`config.mk`:
```
export PLATFORM = sky130hd
export DESIGN_NAME = debounce_bank
export DESIGN_NICKNAME = d
export VERILOG_FILES = /design/src/rtl/debounce_pkg.sv /design/src/rtl/debounce_channel.sv /design/src/rtl/debounce_bank.sv
export SDC_FILE = /design/constraint.sdc
export NUM_CORES = 1
export LEC_CHECK = 0
export BUFFER_PORTS_ARGS = -buffer_cell sky130_fd_sc_hd__buf_2
export CAP_MARGIN = 20
export CORE_MARGIN = 3
export CORE_UTILIZATION = 42
export DETAILED_ROUTE_END_ITERATION = 8
export PLACE_DENSITY = 0.7
export SYNTH_ARGS = -nofsm -noshare
export SYNTH_HDL_FRONTEND = slang
export SYNTH_SLANG_ARGS = --single-unit
```
`constraint.sdc`:
```
create_clock -name clock_in -period 2.15 [get_ports clock_in]
set_clock_uncertainty 0.05 [all_clocks]
set_input_delay 0 -clock clock_in [delete_from_list [all_inputs] [get_ports clock_in]]
set_output_delay 0 -clock clock_in [all_outputs]
set_load 0.02 [all_outputs]
```
`src/rtl/debounce_pkg.sv`:
```
// ---------------------------------------------------------------------------
// debounce_pkg
//
// Shared constants and helpers for the pushbutton/switch debounce bank.
//   - Default timing constants for the 65 MHz board clock.
//   - Channel index constants naming the board pushbuttons, so consumers
//     (game_fsm, display) can pick bits out of the bank outputs by name.
//   - Repeat-limit selector type used by the per-channel repeat engine.
//   - max_int helper used for sizing the repeat counter.
// ---------------------------------------------------------------------------
package debounce_pkg;

    // ~15.4 ms of stable input at 65 MHz before the clean level moves.
    localparam int DB_STABLE_65MHZ        = 1000000;
    // 0.5 s hold before the first auto-repeat press.
    localparam int DB_REPEAT_DELAY_65MHZ  = 32500000;
    // 0.1 s between subsequent auto-repeat presses.
    localparam int DB_REPEAT_PERIOD_65MHZ = 6500000;

    // Bit positions of the board pushbuttons within the bank vectors.
    localparam int BTN_C = 0;
    localparam int BTN_U = 1;
    localparam int BTN_L = 2;
    localparam int BTN_R = 3;
    localparam int BTN_D = 4;

    // Default bank width: one channel per board pushbutton.
    localparam int DB_N_CH_BOARD = BTN_D + 1;

    // Which interval the repeat counter is currently timing.
    typedef enum logic {
        LIM_DELAY  = 1'b0,
        LIM_PERIOD = 1'b1
    } rep_limit_e;

    function automatic int max_int(input int a, input int b);
        return (a > b) ? a : b;
    endfunction

endpackage

```
`src/rtl/debounce_channel.sv`:
```
// ---------------------------------------------------------------------------
// debounce_channel
//
// One debounced input: synchronizer chain, stability counter, registered
// clean level with rise/fall pulses, and a hold-to-repeat press generator.
//
// Ports:
//   clock_in    in   system clock
//   reset_in_n  in   asynchronous active-low reset, clears all state
//   noisy_in    in   raw asynchronous level from the board
//   repeat_en   in   enables auto-repeat presses while the level is held high
//   clean_out   out  debounced level
//   rise_out    out  one-cycle pulse on clean_out 0->1
//   fall_out    out  one-cycle pulse on clean_out 1->0
//   press_out   out  one-cycle pulse on every rise and every repeat
//
// The clean level follows the synchronized input only after it has matched
// the current candidate for STABLE_COUNT consecutive edges; any change of
// the synchronized input restarts that wait.
// ---------------------------------------------------------------------------
module debounce_channel
    import debounce_pkg::*;
#(
    parameter int STABLE_COUNT  = DB_STABLE_65MHZ,
    parameter int SYNC_STAGES   = 2,
    parameter int REPEAT_DELAY  = DB_REPEAT_DELAY_65MHZ,
    parameter int REPEAT_PERIOD = DB_REPEAT_PERIOD_65MHZ
) (
    input  logic clock_in,
    input  logic reset_in_n,
    input  logic noisy_in,
    input  logic repeat_en,
    output logic clean_out,
    output logic rise_out,
    output logic fall_out,
    output logic press_out
);

    localparam int CNT_W = $clog2(STABLE_COUNT);
    localparam int REP_W = $clog2(max_int(REPEAT_DELAY, REPEAT_PERIOD));

    localparam logic [CNT_W-1:0] CNT_LAST     = CNT_W'(STABLE_COUNT - 1);
    localparam logic [REP_W-1:0] DELAY_LAST   = REP_W'(REPEAT_DELAY - 1);
    localparam logic [REP_W-1:0] PERIOD_LAST  = REP_W'(REPEAT_PERIOD - 1);

    logic [SYNC_STAGES-1:0] sync_p0;
    logic                   sync_s;

    logic                   cand_p1;
    logic [CNT_W-1:0]       cnt_p1;

    logic [REP_W-1:0]       rep_cnt_p2;
    rep_limit_e             rep_lim_p2;

    logic                   stable_done;
    logic                   rise_now;
    logic                   fall_now;
    logic                   rep_active;
    logic [REP_W-1:0]       rep_last;
    logic                   rep_hit;
    logic                   rep_due;

    assign sync_s = sync_p0[SYNC_STAGES-1];

    always_comb begin
        // Candidate has held long enough; clean_out takes its value this edge.
        stable_done = (sync_s == cand_p1) && (cnt_p1 == CNT_LAST);
        rise_now    = stable_done &&  cand_p1 && !clean_out;
        fall_now    = stable_done && !cand_p1 &&  clean_out;

        rep_active  = clean_out && repeat_en;
        rep_last    = (rep_lim_p2 == LIM_DELAY) ? DELAY_LAST : PERIOD_LAST;
        rep_hit     = rep_active && (rep_cnt_p2 == rep_last);
        // A release landing on the same edge as a due repeat wins.
        rep_due     = rep_hit && !fall_now;
    end

    // ---- p0: input synchronizer --------------------------------------------
    // ---- p1: stability counter and clean level ------------------------------
    always_ff @(posedge clock_in or negedge reset_in_n) begin
        if (!reset_in_n) begin
            sync_p0   <= '0;
            cand_p1   <= 1'b0;
            cnt_p1    <= '0;
            clean_out <= 1'b0;
            rise_out  <= 1'b0;
            fall_out  <= 1'b0;
        end else begin
            sync_p0 <= {sync_p0[SYNC_STAGES-2:0], noisy_in};

            if (sync_s != cand_p1) begin
                cand_p1 <= sync_s;
                cnt_p1  <= '0;
            end else if (cnt_p1 == CNT_LAST) begin
                // Counter saturates here; the clean level keeps tracking cand.
                clean_out <= cand_p1;
            end else begin
                cnt_p1 <= cnt_p1 + CNT_W'(1);
            end

            rise_out <= rise_now;
            fall_out <= fall_now;
        end
    end

    // ---- p2: repeat engine and press stream ---------------------------------
    always_ff @(posedge clock_in or negedge reset_in_n) begin
        if (!reset_in_n) begin
            rep_cnt_p2 <= '0;
            rep_lim_p2 <= LIM_DELAY;
            press_out  <= 1'b0;
        end else begin
            if (rise_now || !rep_active || fall_now) begin
                // Idle, fresh press, or release: re-arm for the long first wait.
                rep_cnt_p2 <= '0;
                rep_lim_p2 <= LIM_DELAY;
            end else if (rep_hit) begin
                rep_cnt_p2 <= '0;
                rep_lim_p2 <= LIM_PERIOD;
            end else begin
                rep_cnt_p2 <= rep_cnt_p2 + REP_W'(1);
            end

            press_out <= rise_now || rep_due;
        end
    end

endmodule

```
`src/rtl/debounce_bank.sv`:
```
// ---------------------------------------------------------------------------
// debounce_bank
//
// Multi-channel debouncer covering all board pushbuttons and switches.
// Each bit of the vectors is an independent debounce_channel; nothing is
// shared between channels.
//
// Ports:
//   clock_in    in   system clock (65 MHz on the board)
//   reset_in_n  in   asynchronous active-low reset
//   noisy_in    in   [N_CH] raw asynchronous button/switch levels
//   repeat_en   in   [N_CH] per-channel auto-repeat enable
//   clean_out   out  [N_CH] debounced levels
//   rise_out    out  [N_CH] one-cycle pulse on each clean 0->1
//   fall_out    out  [N_CH] one-cycle pulse on each clean 1->0
//   press_out   out  [N_CH] one-cycle pulse per rise or auto-repeat
// ---------------------------------------------------------------------------
module debounce_bank
    import debounce_pkg::*;
#(
    parameter int N_CH          = DB_N_CH_BOARD,
    parameter int STABLE_COUNT  = DB_STABLE_65MHZ,
    parameter int SYNC_STAGES   = 2,
    parameter int REPEAT_DELAY  = DB_REPEAT_DELAY_65MHZ,
    parameter int REPEAT_PERIOD = DB_REPEAT_PERIOD_65MHZ
) (
    input  logic            clock_in,
    input  logic            reset_in_n,
    input  logic [N_CH-1:0] noisy_in,
    input  logic [N_CH-1:0] repeat_en,
    output logic [N_CH-1:0] clean_out,
    output logic [N_CH-1:0] rise_out,
    output logic [N_CH-1:0] fall_out,
    output logic [N_CH-1:0] press_out
);

    for (genvar ch = 0; ch < N_CH; ch++) begin : g_ch
        debounce_channel #(
            .STABLE_COUNT  (STABLE_COUNT),
            .SYNC_STAGES   (SYNC_STAGES),
            .REPEAT_DELAY  (REPEAT_DELAY),
            .REPEAT_PERIOD (REPEAT_PERIOD)
        ) u_channel (
            .clock_in   (clock_in),
            .reset_in_n (reset_in_n),
            .noisy_in   (noisy_in[ch]),
            .repeat_en  (repeat_en[ch]),
            .clean_out  (clean_out[ch]),
            .rise_out   (rise_out[ch]),
            .fall_out   (fall_out[ch]),
            .press_out  (press_out[ch])
        );
    end

endmodule
```
Yosys cells after proc, flatten, opt, wreduce, memory -nomap -nowiden. Index checks and enable logic that the tools add are counted.

Word-level logic and storage cells: 205. Flip-flop bits (word level): 265. Bits of input ports: 12.

Equal/unequal tests: 25. Reductions and logical operators: 85. Mux-type cells: 35. Bitwise operators: 5. Add/sub/neg operators: 10.

Operators with widths (number): 25-bit two-way mux (15); 20-bit two-way mux (10); 25-bit by 1-bit adder with 25-bit output, second input constant (5); 25-bit == test (5); 20-bit by 1-bit adder with 20-bit output, second input constant (5); 20-bit == test, second input constant (5); 1-bit logical AND (40); 1-bit logical NOT (20); 1-bit logical OR (15); 1-bit two-way mux (10); 2-bit by 1-bit inequality test with 1-bit output, second input constant (5); 2-bit AND reduction (5); 2-bit nonzero test (5); 1-bit == test (5); 1-bit inequality test (5); 1-bit NOT (5).

Logic depth before layout (Yosys ltp). Gate-level depths: netlist of the first run.

Depth in word-level cells: 7. Mapped depth: 8. Gate-level depth less buffers: 6.

Cells and area by module. Synthesis of the first run repeated with hierarchy kept, for this count alone.

Cells, all modules: 1355. Area total of the unflattened synthesis: 13337.8 µm².

Modules (own cells, without submodules): debounce_channel (seq. area each 1326.3 µm², area each 2667.6 µm², cells each 271, instances 5).

Least setup slack after synthesis of the first run. OpenSTA, ideal clock, no wires.

Path kind: register -> register. Start point: reg g_ch[1].u_channel.cnt_p1[8]. End point: reg g_ch[1].u_channel.rep_cnt_p2[8]. Required time: 1981 ps. Cell stages (with the launch flop): 9. Setup time: 119 ps. Arrival: 2192 ps. Setup slack: -210 ps. Path through: dfrtp_1 > or4_1 > or4_1 > buf_2 > nor4_4 > or3b_1 > buf_6 > buf_6 > nor2_1.

Elaborated cells on any way between the ends: 9. Classes of those cells: eq/ne (1); mux (1); reduce/logical (7).

RTL lines: start: declaration (line debounce_channel.sv:50) `logic [CNT_W-1:0] cnt_p1;`; start signal: assignment (line debounce_channel.sv:98) `cnt_p1 <= cnt_p1 + CNT_W'(1);`; 20-bit == test (line debounce_channel.sv:67) `stable_done = (sync_s == cand_p1) && (cnt_p1 == CNT_LAST);`; 1-bit logical AND (line debounce_channel.sv:67); 1-bit logical AND (2 in a row) (line debounce_channel.sv:69) `fall_now = stable_done && !cand_p1 && clean_out;`; net g_ch[1].u_channel.fall_now (line debounce_channel.sv:57) `logic fall_now;`; 1-bit logical OR (line debounce_channel.sv:113) `if (rise_now || !rep_active || fall_now) begin`; 25-bit two-way mux (line debounce_channel.sv:113); end signal: assignment (line debounce_channel.sv:121) `rep_cnt_p2 <= rep_cnt_p2 + REP_W'(1);`; end: declaration (line debounce_channel.sv:52) `logic [REP_W-1:0] rep_cnt_p2;`.

The timed path passes the listed nets, and every way through them passes these cells. A chain may end at the register's enable or synchronous reset.

Worst setup path after layout of the first run.
Start point: reg g_ch[1].u_channel.cnt_p1[15]. End point: reg g_ch[1].u_channel.rep_cnt_p2[2].

The elaborated chain is that of the path after synthesis.

==> results of run 1 <==
## cell usage after synthesis, types with 9 or more instances
library cell / instances / area share, %
clkbuf_1: 30 / 0.87
a21oi_1: 19 / 0.73
xor2_1: 108 / 7.3
o21ai_0: 17 / 0.65
nor2_1: 252 / 7.3
and4_1: 16 / 1.1
nor3_1: 39 / 1.5
nor4_1: 38 / 1.8
or4_1: 9 / 0.52
inv_1: 36 / 1.0
nand2_1: 95 / 2.7
and3_1: 23 / 1.1
nand4_1: 58 / 2.8
ha_1: 10 / 0.96
xnor2_1: 98 / 6.6
nand3_1: 83 / 3.2
buf_4: 20 / 1.2
or3_1: 17 / 0.82
dfrtp_1: 265 / 51
## per-stage QoR
step	TNS [ps]	power, mW	setup WS (ps)	cells
finish	-1010	10.6	-57.1	1858
floorplan	-3040	5.35	-129	1343
detailed placement	-3880	5.55	-158	1783
global route	-2460	11.0	-98.3	1858
global placement	-2830	5.54	-118	1783
CTS	-341	10.7	-28.6	1852
## power breakdown
part | internal, mW | total [mW] | switching [mW]
sequential | 5.05 | 5.13 | 0.0799
clock | 3.06 | 5.06 | 2.00
combinational | 0.125 | 0.361 | 0.236
## sequential cells by signal, indices dropped and copies added, names as in the netlist
| register | flops |
|---|---|
| g_ch.u_channel.cand_p1 | 5 |
| g_ch.u_channel.clean_out | 5 |
| g_ch.u_channel.cnt_p1 | 100 |
| g_ch.u_channel.fall_out | 5 |
| g_ch.u_channel.press_out | 5 |
| g_ch.u_channel.rep_cnt_p2 | 125 |
| g_ch.u_channel.rep_lim_p2 | 5 |
| g_ch.u_channel.rise_out | 5 |
| g_ch.u_channel.sync_p0 | 10 |
## critical path, delay by kind of cell, from the launching register on
kind                   cells  cell delay, ps
buffers and inverters      1             170
flip-flops                 1             370
AND/OR/NAND/NOR            5            1500
## logic make-up (layout without fill, tap and decap cells)
group	Yosys count	count (layout)	share of synthesized area, %
simple gates	682	682	26.3
flops	265	265	51.0
xor+xnor	206	206	13.9
buf+inv	98	223	3.66
compound gates	80	80	4.09
fa+ha+maj	10	10	0.962
mux	2	2	0.154
## cell type report
cell class,count,area (um^2),area share (%)
clock buffers,47,926,6.01
inverters,36,135,0.877
repair buffers,131,1110,7.22
multi-input cells,980,6040,39.2
clock inverters,9,76.3,0.495
flip-flops and latches,265,6630,43.0
well taps,390,488,3.17
## metal layers
metal / vias to the layer above / wire (um)
li1: 4810 / -
met1: 4768 / 12200
met2: 125 / 12400
met3: 37 / 809
met4: 0 / 465
met5: - / 0
## worst paths after layout
path,depth (start not counted),start,endpoint,slack (ps)
worst max register to register,6,g_ch[1].u_channel.cnt_p1[15],g_ch[1].u_channel.rep_cnt_p2[2],-60
worst min-delay path,3,reset_in_n,g_ch[1].u_channel.cnt_p1[5],40
worst max-delay path,6,g_ch[1].u_channel.cnt_p1[15],g_ch[1].u_channel.rep_cnt_p2[2],-60
worst min register to register,0,g_ch[0].u_channel.sync_p0[0],g_ch[0].u_channel.sync_p0[1],300
max in group asynchronous,4,reset_in_n,g_ch[3].u_channel.cnt_p1[0],1200
min in group clock_in,2,noisy_in[0],g_ch[0].u_channel.sync_p0[0],60
## what timing repair did
item,4_1_cts,5_1_grt
cloned,0,2
resized for setup,8,13
pin swaps,4,5
setup buffers,0,3
endpoints found under the hold margin,327,0
hold buffers,13,0
setup endpoints to repair,40,87
## placed cells by master (no fill, tap or decap), drive strengths merged, types with 8 or more instances in the layout
| cell type | netlist | routed |
|---|---|---|
| nor4 | 40 | 40 |
| nor2 | 252 | 252 |
| nor3 | 39 | 39 |
| nand3 | 83 | 83 |
| or3 | 17 | 17 |
| and2 | 8 | 8 |
| dlygate4sd3 | 0 | 12 |
| and3 | 23 | 23 |
| a21oi | 19 | 19 |
| xor2 | 108 | 108 |
| dfrtp | 265 | 265 |
| and4 | 16 | 16 |
| xnor2 | 98 | 98 |
| nand2 | 95 | 95 |
| o2111ai | 8 | 8 |
| inv | 36 | 37 |
| ha | 10 | 10 |
| o21ai | 17 | 17 |
| clkbuf | 30 | 49 |
| or4 | 9 | 9 |
| nand4 | 58 | 58 |
| buf | 32 | 117 |
==> impl_metrics.tcl, run 1 <==
set metrics [dict create \
    outcome "finished, violations left" \
    violations "negative setup slack" \
    die_x_um 182 \
    slew_violations 0 \
    syn_inst 1343 \
    syn2layout_area_growth_pct 18.5 \
    fin_crit_ps 2210 \
    fin_ws_ps -57.1 \
    hold_viol_final 0 \
    grt_setup_unrepaired "true" \
    place_congestion 0.801 \
    cts_buffer_depth 3 \
    postSynthRegisterBits 265 \
    vias_per_cell 5.24 \
    fin_hold_ws_ps 36.3 \
    grt_max_degree 54 \
    slew_headroom_pct 51.9 \
    critical_path_class "reg -> reg" \
    postSynthAreaPerCell_um2 9.68 \
    gr-usage-met2_pct 26.0 \
    fp.coreArea_um2 30100 \
    worstSkewPairLatency_ps 550 \
    busiest_layer "met2" \
    clkSlewWorstSetupHoldPaths_ps 60 \
    rows 63 \
    layout-drive-gt1-share_pct 13.3 \
    postSynth.asyncResetShare_pct 100 \
    gr-usage-met1_pct 20.7 \
    timing.final.crit_share_pct 103 \
    cts_buffers 30 \
    cts_root_buf "clkbuf_16" \
    grt_pass1_vias 9645 \
    nets 1466 \
    antenna_found_initial 0 \
    utilization_pct 51.2 \
    yosys_warnings 0 \
    place_hpwl_mm 16.9 \
    drt_pass1_iterations 5 \
    die_h_um 182 \
    grt_pass1_wl_mm 44.4 \
    io_pins 32 \
    ant_nets 0 \
    worstPathArrival_ps 2590 \
    die_area_um2 33100 \
    grt_usage_pct 15.3 \
    cp-end-kind "register" \
    drc 0 \
    syn-num-nets 1365 \
    io_buffers 31 \
    fin_area_um2 15400 \
    grtUsageMet3_pct 2.06 \
    synth_ff_type "dfrtp_1" \
    diodes 0 \
    worst_pin_slew_ps 715 \
    crit_chain "or4_1 -> or4_4 -> nor4_4 -> or3b_4 -> clkbuf_16 -> nor2_1" \
    syn_area_um2 13000 \
    fmax_mhz 453 \
    setup_viol 27 \
    wl_per_cell_um 13.9 \
    synth.distinct_cells 58 \
    cts_sinks 265 \
    cp-start-kind "register" \
    drt-initial-drc-count 552 \
    synth_edf_count 0 \
    nFillCells 2699 \
    power.density_nw_per_um2 685 \
    grt-ovfl-total 0 \
    ys_seq_area_share_pct 51.0 \
    vias 9740 \
    leakage_nw 6.30 \
    cts_max_level 1 \
    cpPeakStageDelay_ps 540 \
    peakVddDrop_mv 0.636 \
    place_area_um2 14100 \
    wl_mm 25.9 \
    crit_required_ps 2530 \
    hp-class "in -> async" \
    slowest_stage "or4_4" \
    maxCapViolCount 0 \
    cts_tree "done" \
    start_util_pct 43.2 \
    critPathMaxFanout 12 \
]
No activity file was read; power rests on OpenSTA's default activity.
==> run 2: changes to the inputs <==
--- a/config.mk
+++ b/config.mk
@@ -5,11 +5,11 @@
 export SDC_FILE = /design/constraint.sdc
 export NUM_CORES = 1
 export LEC_CHECK = 0
-export BUFFER_PORTS_ARGS = -buffer_cell sky130_fd_sc_hd__buf_2
 export CAP_MARGIN = 20
 export CORE_MARGIN = 3
 export CORE_UTILIZATION = 42
 export DETAILED_ROUTE_END_ITERATION = 8
+export DONT_BUFFER_PORTS = 1
 export PLACE_DENSITY = 0.7
 export SYNTH_ARGS = -nofsm -noshare
 export SYNTH_HDL_FRONTEND = slang
==> impl_metrics.tcl, run 2 (same netlist as run 1, synthesis figures left out) <==
set metrics [dict create \
    diodes 0 \
    swShare_pct 20.6 \
    drc 0 \
    leakage_nw 6.22 \
    syn2layout_area_growth_pct 18.7 \
    fin_setup_tns_ps -611 \
    final_cell_mix "dfrtp_1 (263), nor2_1 (238), xor2_1 (108)" \
    grt_pass1_wl_mm 43.6 \
    p_comb_share_pct 2.4 \
    io_buffers 0 \
    largest_reg_flops 125 \
    cts_buffer_depth 3 \
    cts_root_buf "clkbuf_16" \
    cts_max_level 1 \
    crit_required_ps 2520 \
    grt_setup_unrepaired "true" \
    wl_mm 25.8 \
    fin_hold_ws_ps -878 \
    cp-end-kind "register" \
    final_cells 1841 \
    die_area_um2 33100 \
    worstPathArrival_ps 2550 \
    place_area_um2 13900 \
    place_congestion 0.807 \
    fin_area_um2 15400 \
    grt-ovfl-total 0 \
    die_x_um 182 \
    maxCapViolCount 0 \
    layout_top_registers "g_ch.u_channel.rep_cnt_p2 (125), g_ch.u_channel.cnt_p1 (100), g_ch.u_channel.sync_p0 (10)" \
    drt_pass1_iterations 5 \
    clkPwrFrac_pct 49.4 \
    grt_max_degree 266 \
    die_h_um 182 \
    regMostFlops "g_ch.u_channel.rep_cnt_p2" \
    drt-initial-drc-count 738 \
    worst_pin_slew_ps 659 \
    peakVddDrop_mv 0.590 \
    fmax_mhz 457 \
    slew_headroom_pct 55.7 \
    clkSlewWorstSetupHoldPaths_ps 60 \
    vias 9663 \
    rows 63 \
    hp-class "in -> async" \
    layout_commonest_cell "dfrtp_1" \
    place_hpwl_mm 16.0 \
    p_switching_mw 2.19 \
    outcome "finished, violations left" \
    pre_cts_slack_ps -157 \
    grt_pass1_vias 9246 \
    nets 1453 \
    cts_hold_buf 15 \
    critical_path_class "reg -> reg" \
    slew_violations 0 \
    cts_tree "done" \
    cp-start-kind "register" \
    vias_per_cell 5.25 \
    place_inst 1749 \
    power.density_nw_per_um2 690 \
    ant_nets 0 \
    cts_buffers 29 \
    cts_sinks 265 \
    io_pins 32 \
    hold_viol_final 265 \
    fin_ws_ps -36.3 \
    fp.coreArea_um2 30100 \
    fin_crit_ps 2190 \
    antenna_found_initial 0 \
    utilization_pct 51.2 \
    power_frac_seq_pct 48.2 \
    wl_per_cell_um 14.0 \
    worstSkewPairLatency_ps 530 \
    timing.final.crit_share_pct 102 \
    start_util_pct 43.2 \
    violations "negative hold slack, negative setup slack" \
    internal-power_mw 8.45 \
    grt_usage_pct 14.9 \
    critPathMaxFanout 6 \
    setup_viol 26 \
    power_mw 10.6 \
    layout-drive-gt1-share_pct 13.7 \
]
==> run 2: cell types whose count changed in the layout (fill, tap and decap cells not counted), sizes merged <==
| cell | before | now |
|---|---|---|
| clkbuf | 49 | 41 |
| bufinv | 1 | 5 |
| inv | 37 | 36 |
| dlygate4sd3 | 12 | 15 |
| buf | 117 | 102 |
==> run 2: path summary, 6_finish.rpt <==
path / startpoint / end / slack [ps] / depth (start not counted)
max: g_ch[1].u_channel.cnt_p1[15] / g_ch[1].u_channel.rep_cnt_p2[6] / -40 / 6
min: reset_in_n / g_ch[1].u_channel.cnt_p1[17] / -880 / 0
max reg2reg: g_ch[1].u_channel.cnt_p1[15] / g_ch[1].u_channel.rep_cnt_p2[6] / -40 / 6
min reg2reg: g_ch[4].u_channel.sync_p0[0] / g_ch[4].u_channel.sync_p0[1] / 300 / 0
max in group asynchronous: reset_in_n / g_ch[4].u_channel.cnt_p1[19] / 2610 / 0
min in group clock_in: repeat_en[2] / g_ch[2].u_channel.rep_lim_p2 / 160 / 3
==> run 2: routing by layer <==
layer  track usage (%)  vias to the layer above  routed length [um]
li1                  -                     4794                   -
met1              20.8                     4697               12300
met2              24.7                      146               12300
met3              2.38                       26                 832
met4              3.50                        0                 344
met5                 0                        -                   0
==> run 2: what timing repair did <==
action | 4_1_cts | 5_1_grt
gates resized for setup | 6 | 42
hold endpoints to repair | 403 | 265
endpoints found under the setup margin | 34 | 117
pin swaps | 2 | 7
buffers inserted | 1 | 21
cloned | 0 | 4
==> run 2: power groups by stage <==
stage	registers [mW]	logic, mW	clock network [mW]
after floorplan	5.20	0.155	0
after global placement	5.21	0.209	0
after detailed placement	5.21	0.216	0
after CTS	5.12	0.243	5.42
after global routing	5.13	0.291	5.61
final	5.13	0.259	5.26
==> run 2: critical path: stages, from the launching register on <==
cell and delay (ps):
dfrtp_1 370, or4_1 510, or4_4 540, nor4_4 170
or3b_4 230, clkbuf_16 170, nor2_2 30
==> run 2: final cells by class <==
cell class	instances	area, um^2
fillers	2668	14700
flip-flops and latches	265	6630
multi-input cells	980	6120
repair buffers	119	1030
clock buffers	39	833
well taps	390	488
clock inverters	12	188
inverters	36	135
==> run 3: changes to the inputs <==
--- a/config.mk
+++ b/config.mk
@@ -10,7 +10,8 @@
 export CORE_UTILIZATION = 42
 export DETAILED_ROUTE_END_ITERATION = 8
 export DONT_BUFFER_PORTS = 1
-export PLACE_DENSITY = 0.7
+export PLACE_DENSITY = 0.67
+export SKIP_LAST_GASP = 1
 export SYNTH_ARGS = -nofsm -noshare
 export SYNTH_HDL_FRONTEND = slang
 export SYNTH_SLANG_ARGS = --single-unit
==> constraint.sdc (replaced) <==
create_clock -name clock_in -period 2.4 [get_ports clock_in]
set_clock_uncertainty 0.05 [all_clocks]
set_input_delay 0 -clock clock_in [delete_from_list [all_inputs] [get_ports clock_in]]
set_output_delay 0 -clock clock_in [all_outputs]
set_load 0.02 [all_outputs]
==> impl_metrics.tcl, run 3 (same netlist as run 1, synthesis figures left out) <==
set metrics [dict create \
    outcome "finished, violations left" \
    violations "negative hold slack" \
    hold_viol_final 265 \
    final_cell_mix "dfrtp_1 (265), nor2_1 (252), xor2_1 (108)" \
    cts_max_level 1 \
    io_buffers 0 \
    cts_buffers 29 \
    power_mw 9.76 \
    slew_violations 0 \
    peakVddDrop_mv 0.642 \
    fin_crit_ps 2300 \
    crit_buf_inv 1 \
    grt-ovfl-total 0 \
    layout-drive-gt1-share_pct 7.21 \
    vias 9294 \
    worstPathArrival_ps 2680 \
    worstSkewPairLatency_ps 550 \
    critical_path_class "reg -> reg" \
    slew_headroom_pct 55.7 \
    die_h_um 182 \
    setup_viol 0 \
    timing.final.crit_share_pct 95.7 \
    regMostFlops "g_ch.u_channel.rep_cnt_p2" \
    nets 1386 \
    crit_required_ps 2780 \
    timing.rr.start "g_ch[1].u_channel.cnt_p1[8]" \
    drc 0 \
    worst_pin_slew_ps 659 \
    place_hpwl_mm 15.7 \
    syn2layout_area_growth_pct 13.4 \
    power.density_nw_per_um2 662 \
    post_cts_buffers 0 \
    cp-start-kind "register" \
    antenna_found_initial 0 \
    fin_area_um2 14800 \
    grt_pass1_vias 9177 \
    fmax_mhz 435 \
    r2r_slack_ps 100 \
    maxCapViolCount 0 \
    slowest_stage "or4_4" \
    grt_pass1_wl_mm 44.1 \
    utilization_pct 49.0 \
    leakage_nw 5.87 \
    layout_top_registers "g_ch.u_channel.rep_cnt_p2 (125), g_ch.u_channel.cnt_p1 (100), g_ch.u_channel.sync_p0 (10)" \
    seq_area_um2 6630 \
    multiInputGateArea_um2 5920 \
    diodes 0 \
    fin_setup_tns_ps 0 \
    die_area_um2 33100 \
    cts_tree "done" \
    drt_pass1_iterations 4 \
    crit_chain "or4_1 -> or4_4 -> nor4_4 -> or3b_4 -> buf_12 -> nor2_1" \
    place_congestion 0.804 \
    drt-initial-drc-count 448 \
    nFillCells 2776 \
    cts_buffer_depth 3 \
    rr_endpoint "g_ch[1].u_channel.rep_cnt_p2[17]" \
    io_pins 32 \
    critPathTopFamily "simple AND/OR/NAND/NOR gates" \
    grt_usage_pct 15.2 \
    hp-class "in -> async" \
    largest_reg_flops 125 \
    ant_nets 0 \
    fp.coreArea_um2 30100 \
    place_area_um2 13500 \
    layout_commonest_cell "dfrtp_1" \
    fin_hold_ws_ps -882 \
    grt_setup_unrepaired "false" \
    start_util_pct 43.2 \
    die_x_um 182 \
    wl_per_cell_um 13.7 \
    wl_mm 24.4 \
    rows 63 \
    grt_max_degree 266 \
    cts_sinks 265 \
    cts_root_buf "clkbuf_16" \
    cp-end-kind "register" \
    clkSlewWorstSetupHoldPaths_ps 60 \
    cts_hold_buf 15 \
    vias_per_cell 5.23 \
    reg2reg_depth 6 \
    cpPeakStageDelay_ps 570 \
    critPathMaxFanout 25 \
]
run 3: changes by cell type in the layout (fill, tap and decap cells not counted), moves of 4 or more:
cell and delta:
buf_4 -62, nor2_1 +14, nor2_2 -14, clkinvlp_4 +4, nor4_1 +4, o2111ai_1 +4
run 3: cell type report:
class                           count  area share [%]
Tap cell                          390            3.31
Clock buffer                       35            5.41
Sequential cell                   265            45.0
Multi-Input combinational cell    980            40.1
Clock inverter                     19            1.97
Timing Repair Buffer               52            3.33
Inverter                           36           0.916
run 3: metrics by stage:
step                hold slack [ps]  instances  setup slack, ps
detailed placement             -327       1708             14.5
global placement               -328       1708             55.6
finish                         -882       1777              103
floorplan                      -346       1343             39.5
global route                   -914       1777             1.36
CTS                            -922       1777             6.68
run 3: repair_timing:
item	4_1_cts	5_1_grt
gates resized for setup	0	4
endpoints found under the hold margin	405	265
endpoints found under the setup margin	0	79
run 3: worst reg2reg max path: cells and delay by family (launching register included):
family                 cells  cell delay (ps)
flip-flops                 1              380
buffers and inverters      1              160
AND/OR/NAND/NOR            5             1610
run 3: per-layer routing:
layer / routed length [um] / vias up / GRT usage (%)
met5: 0 / - / 0
met2: 11000 / 80 / 23.7
met1: 12200 / 4518 / 22.4
li1: - / 4659 / -
met4: 599 / 0 / 3.81
met3: 595 / 37 / 2.18
run 3: how the worst max path moves through the flow:
stage,start,to,slack [ps],cells after the start
floorplan,g_ch[1].u_channel.cnt_p1[8],g_ch[1].u_channel.rep_cnt_p2[8],40,8
finish,g_ch[1].u_channel.cnt_p1[8],g_ch[1].u_channel.rep_cnt_p2[17],100,6
global placement,g_ch[1].u_channel.cnt_p1[8],g_ch[1].u_channel.rep_cnt_p2[2],60,6
CTS,g_ch[1].u_channel.cnt_p1[8],g_ch[1].u_channel.rep_cnt_p2[17],7,6
global route,g_ch[1].u_channel.cnt_p1[8],g_ch[1].u_channel.rep_cnt_p2[17],1,6
detailed placement,g_ch[1].u_channel.cnt_p1[8],g_ch[1].u_channel.rep_cnt_p2[21],10,6
run 3: where the power goes:
group | total (mW) | internal [mW] | leakage (nW) | switching, mW
registers | 4.60 | 4.52 | 3.66 | 0.0740
clock network | 4.97 | 3.12 | 0.522 | 1.85
logic | 0.191 | 0.0819 | 1.69 | 0.109
